--- config.mk ---
export PLATFORM = sky130hd
export DESIGN_NAME = hazard_scoreboard_unit
export DESIGN_NICKNAME = d
export VERILOG_FILES = /design/src/rtl/hazard_pkg.sv /design/src/rtl/hazard_src_match.sv /design/src/rtl/hazard_scoreboard_unit.sv
export SDC_FILE = /design/constraint.sdc
export NUM_CORES = 1
export LEC_CHECK = 0
export ABC_AREA = 1
export CAP_MARGIN = 5
export CORE_ASPECT_RATIO = 1.75
export CORE_UTILIZATION = 30
export DETAILED_ROUTE_END_ITERATION = 12
export HOLD_SLACK_MARGIN = 0.03
export SYNTH_ARGS = -nofsm -noshare
export SYNTH_HDL_FRONTEND = slang
export SYNTH_SLANG_ARGS = --single-unit
export TNS_END_PERCENT = 5
--- constraint.sdc ---
create_clock -name clk -period 2.35 [get_ports clk]
set_clock_uncertainty 0.2 [all_clocks]
set_input_delay 0.47 -clock clk [delete_from_list [all_inputs] [get_ports clk]]
set_output_delay 0.47 -clock clk [all_outputs]
set_load 0.005 [all_outputs]
--- src/rtl/hazard_pkg.sv ---
`default_nettype none
// ============================================================================
// hazard_pkg : shared types for the hazard/forwarding scoreboard
// Rev 1.0
// ============================================================================
package hazard_pkg;

  // Shadow records are sized for the widest supported register address;
  // narrower configurations are zero-extended on entry.
  localparam int MAX_REG_ADDR_W = 8;

  typedef logic [MAX_REG_ADDR_W-1:0] reg_addr_t;

  typedef struct packed {
    logic      valid;
    reg_addr_t src1;
    reg_addr_t src2;
    logic      src2_used;
    reg_addr_t dest;
    logic      reg_write;
    logic      mem_to_reg;
  } stage_ctl_t;

  typedef enum logic [1:0] {
    FWD_RF    = 2'b00,
    FWD_EXMEM = 2'b01,
    FWD_MEMWB = 2'b10
  } fwd_sel_t;

endpackage
`default_nettype wire

--- src/rtl/hazard_src_match.sv ---
`default_nettype none
// ============================================================================
// hazard_src_match : compares one source register against one shadow stage
// Rev 1.0
// ============================================================================
module hazard_src_match
  import hazard_pkg::*;
#(
  parameter bit ZERO_REG = 1'b1
) (
  input  reg_addr_t src,
  input  logic      src_used,
  input  logic      entry_valid,
  input  logic      entry_reg_write,
  input  reg_addr_t entry_dest,
  output logic      match
);

  logic w_zero_block;

  assign w_zero_block = ZERO_REG && (entry_dest == '0);
  assign match = entry_valid && entry_reg_write && src_used &&
                 (entry_dest == src) && !w_zero_block;

endmodule
`default_nettype wire

--- src/rtl/hazard_scoreboard_unit.sv ---
`default_nettype none
// ============================================================================
// hazard_scoreboard_unit : shadow-tracked hazard, flush and forwarding control
// Rev 1.0
// ============================================================================
module hazard_scoreboard_unit
  import hazard_pkg::*;
#(
  parameter int REG_ADDR_W = 5,
  parameter bit FWD_EN     = 1'b1,
  parameter bit ZERO_REG   = 1'b1,
  parameter int CNT_W      = 16
) (
  input  logic                  clk,
  input  logic                  rst,
  input  logic                  pipe_en,
  input  logic                  id_valid,
  input  logic [REG_ADDR_W-1:0] id_src1,
  input  logic [REG_ADDR_W-1:0] id_src2,
  input  logic                  id_src2_used,
  input  logic [REG_ADDR_W-1:0] id_dest,
  input  logic                  id_reg_write,
  input  logic                  id_mem_to_reg,
  input  logic                  branch_taken,
  output logic                  stall_if_id,
  output logic                  bubble_ex,
  output logic                  flush_if_id,
  output logic [1:0]            fwd_a,
  output logic [1:0]            fwd_b,
  output logic [CNT_W-1:0]      stall_cycles
);

  stage_ctl_t       r_ex, r_mem, r_wb, w_id;
  reg_addr_t        w_id_src [2];
  logic             w_id_used [2];
  reg_addr_t        w_ex_src [2];
  logic             w_ex_used [2];
  logic [1:0]       w_id_ex_match, w_id_mem_match;
  logic [1:0]       w_ex_mem_match, w_ex_wb_match;
  logic             w_hazard;
  fwd_sel_t         w_fwd [2];
  logic [CNT_W-1:0] r_cnt;
  logic             w_unused;

  assign w_id = '{valid:      id_valid,
                  src1:       reg_addr_t'(id_src1),
                  src2:       reg_addr_t'(id_src2),
                  src2_used:  id_src2_used,
                  dest:       reg_addr_t'(id_dest),
                  reg_write:  id_reg_write,
                  mem_to_reg: id_mem_to_reg};

  assign w_id_src[0]  = w_id.src1;
  assign w_id_src[1]  = w_id.src2;
  assign w_id_used[0] = 1'b1;
  assign w_id_used[1] = w_id.src2_used;
  assign w_ex_src[0]  = r_ex.src1;
  assign w_ex_src[1]  = r_ex.src2;
  assign w_ex_used[0] = 1'b1;
  assign w_ex_used[1] = r_ex.src2_used;

  genvar gi;
  generate
    for (gi = 0; gi < 2; gi++) begin : g_src
      hazard_src_match #(.ZERO_REG(ZERO_REG)) u_id_ex (
        .src(w_id_src[gi]), .src_used(w_id_used[gi]),
        .entry_valid(r_ex.valid), .entry_reg_write(r_ex.reg_write),
        .entry_dest(r_ex.dest), .match(w_id_ex_match[gi]));
      hazard_src_match #(.ZERO_REG(ZERO_REG)) u_id_mem (
        .src(w_id_src[gi]), .src_used(w_id_used[gi]),
        .entry_valid(r_mem.valid), .entry_reg_write(r_mem.reg_write),
        .entry_dest(r_mem.dest), .match(w_id_mem_match[gi]));
      hazard_src_match #(.ZERO_REG(ZERO_REG)) u_ex_mem (
        .src(w_ex_src[gi]), .src_used(w_ex_used[gi]),
        .entry_valid(r_mem.valid), .entry_reg_write(r_mem.reg_write),
        .entry_dest(r_mem.dest), .match(w_ex_mem_match[gi]));
      hazard_src_match #(.ZERO_REG(ZERO_REG)) u_ex_wb (
        .src(w_ex_src[gi]), .src_used(w_ex_used[gi]),
        .entry_valid(r_wb.valid), .entry_reg_write(r_wb.reg_write),
        .entry_dest(r_wb.dest), .match(w_ex_wb_match[gi]));
    end
  endgenerate

  // Without forwarding a producer must reach WB (first-half-cycle RF write)
  // before its consumer may leave ID.
  always_comb begin
    w_hazard = 1'b0;
    if (FWD_EN)
      w_hazard = id_valid && (|w_id_ex_match) && r_ex.mem_to_reg;
    else
      w_hazard = id_valid && (|(w_id_ex_match | w_id_mem_match));
  end

  assign stall_if_id = w_hazard && !branch_taken;
  assign bubble_ex   = w_hazard || branch_taken;
  assign flush_if_id = branch_taken;

  always_comb begin
    for (int i = 0; i < 2; i++) begin
      w_fwd[i] = FWD_RF;
      if (FWD_EN && r_ex.valid) begin
        if (w_ex_mem_match[i] && !r_mem.mem_to_reg)
          w_fwd[i] = FWD_EXMEM;
        else if (w_ex_wb_match[i])
          w_fwd[i] = FWD_MEMWB;
      end
    end
  end

  assign fwd_a        = w_fwd[0];
  assign fwd_b        = w_fwd[1];
  assign stall_cycles = r_cnt;

  always_ff @(posedge clk or posedge rst) begin
    if (rst) begin
      r_ex  <= '0;
      r_mem <= '0;
      r_wb  <= '0;
      r_cnt <= '0;
    end else if (pipe_en) begin
      r_wb  <= r_mem;
      r_mem <= r_ex;
      r_ex  <= (bubble_ex || !id_valid) ? '0 : w_id;
      if (stall_if_id && (r_cnt != {CNT_W{1'b1}}))
        r_cnt <= r_cnt + 1'b1;
    end
  end

  // A load in MEM feeding EX is excluded by the load-use stall.
  a_no_load_fwd_from_mem: assert property (@(posedge clk) disable iff (rst)
    !(r_ex.valid && (|w_ex_mem_match) && r_mem.mem_to_reg));

  assign w_unused = ^{r_mem.src1, r_mem.src2, r_mem.src2_used,
                      r_wb.src1, r_wb.src2, r_wb.src2_used, r_wb.mem_to_reg};

endmodule
`default_nettype wire

==> results.py <==
metrics = {
    "place": {
        "pre_cts_slack_ns": -0.5520,
        "hpwl_um": 6043,
        "dpl-instance-area_um2": 3710,
        "gp_congestion": 0.8626,
        "dp_cells": 582,
        "io_buffer_count": 45,
    },
    "routing": {
        "vias": 2823,
        "vias_per_cell": 4.729,
        "drt-initial-drc-count": 186,
        "firstDrtPassIters": 4,
        "ant_nets": 0,
        "wirelength_um": 8085,
        "wl_per_cell_um": 13.54,
        "drc_errors": 0,
    },
    "floorplanning": {
        "dieArea_um2": 10100,
        "die_h_um": 132.2,
        "core_um2": 9409,
        "start_util_pct": 30.89,
        "ioPinCount": 46,
        "rows": 47,
        "chipWidth_um": 76.41,
    },
    "synth": {
        "syn_avg_cell_area_um2": 7.377,
        "syn_nets": 418,
        "synthDistinctLibCells": 36,
        "ys_ff_latch": 50,
        "synth_cells": 394,
        "syn_area_um2": 2907,
        "yosysSeqAreaShare_pct": 43.05,
        "yosysWarnings": 0,
    },
    "cts": {
        "path_clk_slew_ns": 0.07,
        "cts_hold_buf": 0,
        "htree_levels": 2,
        "insertion_delay_ns": 0.29,
        "cts_sinks": 50,
        "cts_buffer_depth": 2,
        "cts_tree": "built",
        "cts_root_buf": "clkbuf_16",
        "cts_buffers": 5,
    },
    "job": {
        "drv_cap": 0,
    },
    "worst_setup_path": {
        "endpoint_kind": "primary output",
        "crit_fanout": 3,
        "rr_startpoint": "stall_cycles[0]$_DFFE_PP0P_",
        "startpoint": "r_mem[4]$_DFFE_PP0P_",
        "critical_path_class": "register to primary output",
        "arrival_ns": 1.70,
        "required_ns": 1.68,
        "start_kind": "register",
    },
    "layout": {
        "final_cell_area_um2": 3999,
        "area_delta_synth_final_pct": 37.58,
        "drive_gt1_share_pct": 21.26,
        "instances_no_fill": 597,
        "fin_util_pct": 42.50,
        "nNetsFinal": 498,
        "final_cell_mix": "nand2_1 (132), dfrtp_1 (46), nand3_1 (35), buf_4 (35), inv_1 (32)",
        "final_common_cell": "nand2_1",
        "num_antenna_cells": 0,
    },
    "sta": {
        "rsz0062_at_grt": "true",
        "finalCriticalPeriod_ns": 2.366,
        "fin_setup_tns_ns": -0.02437,
        "setup_violations": 2,
        "fmax_ghz": 0.4226,
        "drv_slew": 0,
        "timing.slew.headroom_pct": 68.94,
        "worst_pin_slew_ns": 0.4617,
        "timing.final.crit_share_pct": 100.7,
        "finalHoldViolations": 0,
        "worst_slack_ns": -0.01624,
    },
    "grt": {
        "grt_pass1_wl_um": 13520,
        "grt_max_degree": 38,
        "overflow": 0,
        "antenna_found_initial": 0,
        "grt_pass1_vias": 2817,
        "grt_usage_pct": 16.98,
    },
    "power_and_ir_drop": {
        "leakagePower_uw": 0.001917,
        "max-vdd-ir-drop_mv": 0.4128,
        "p_per_area_nw_per_um2": 516.0,
    },
    "run_status": {
        "outcome": "finished, violations left",
        "violations": "setup timing",
    },
    "min_path": {
        "holdCritPathClass": "primary input to async pin",
    },
}
[critical path: stages (launching register included)]
cell	delay, ns
dfrtp_2	0.43
buf_6	0.13
xnor2_2	0.16
nand4_1	0.11
nand3b_1	0.22
nor4_2	0.22
buf_2	0.15
[worst paths after layout]
kind,cells after the start,slack (ns),end
setup / recovery,6,-0.02,fwd_a[0]
hold / removal,2,0.27,stall_cycles[14]$_DFFE_PP0P_
setup reg to reg,8,0.17,stall_cycles[10]$_DFFE_PP0P_
hold reg to reg,2,0.29,r_wb[27]$_DFFE_PP0P_
max in group asynchronous,3,1.15,r_ex[3]$_DFFE_PP0P_
min in group clk,2,0.29,r_wb[27]$_DFFE_PP0P_
[per-layer routing]
| layer | up-vias | track usage, % | part of all wire, % |
|---|---|---|---|
| met5 | - | 0 | 0 |
| met4 | 0 | 8.868 | 3.8 |
| met3 | 21 | 3.322 | 3.6 |
| met2 | 67 | 31.38 | 53 |
| met1 | 1322 | 17.84 | 39 |
| li1 | 1413 | - | - |
[metrics by stage]
step | power (uW) | hold WS, ns
after floorplan | 1106 | 0.2527
after global placement | 1248 | 0.2702
after detailed placement | 1252 | 0.2745
after CTS | 2066 | 0.2747
after global routing | 2164 | 0.3140
final | 2063 | 0.2684
[state kept, by name, summed over array words and instances (netlist names)]
signal and cells:
r_ex 19, r_mem 8, r_wb 7, stall_cycles 16
[synth_stat cells]
cell,n,area (um^2)
a21oi_1,1,5.000
a221oi_1,1,8.760
a22oi_1,1,7.510
and2_1,2,12.51
and3_1,1,6.260
buf_1,4,15.01
buf_2,1,5.000
buf_4,1,7.510
buf_6,3,33.78
clkbuf_1,3,11.26
dfrtp_1,50,1251
ha_1,1,12.51
inv_1,36,135.1
inv_2,11,41.29
nand2_1,132,495.5
nand2_2,2,12.51
nand3_1,36,180.2
nand3_4,1,17.52
nand3b_1,6,45.04
nand4_1,5,31.28
nand4_2,1,12.51
nor2_1,31,116.4
nor2_2,1,6.260
nor2_4,1,11.26
nor2_8,1,20.02
nor3_1,11,55.05
nor3_2,4,40.04
nor3b_1,1,7.510
nor4_1,2,12.51
nor4_4,1,21.27
o21ai_0,17,85.08
o21ai_1,6,30.03
o22ai_1,2,12.51
or2_2,3,18.77
xnor2_1,9,78.83
xor2_1,5,43.79
[layout make-up]
type	instances	area (um^2)
Fill cell	979	5410
Multi-Input combinational cell	285	1498
Sequential cell	50	1256
Timing Repair Buffer	85	747.0
Inverter	47	178.9
Clock buffer	8	166.4
Tap cell	122	152.6
[repair_timing]
| item | in CTS | in global routing |
|---|---|---|
| setup endpoints to repair | 6 | 6 |
| resized for setup | 38 | 19 |
| pin swaps | 7 | 7 |
| setup buffers | 5 | 2 |
[logic make-up after synthesis]
| logic type | share of synthesized area, % |
|---|---|
| fa+ha+maj | 0.4304 |
| simple gates | 38.61 |
| buf+inv | 8.566 |
| xor+xnor | 4.219 |
| flops | 43.05 |
| compound gates | 5.123 |
[where the power goes]
part / leakage (uW) / switching (uW) / internal [uW]
registers: 0.000675 / 42.7 / 901
logic: 0.00116 / 170 / 165
clock network: 0.0000832 / 302 / 482
total: 0.00192 / 515 / 1550
(Power assumes the default switching activity.)
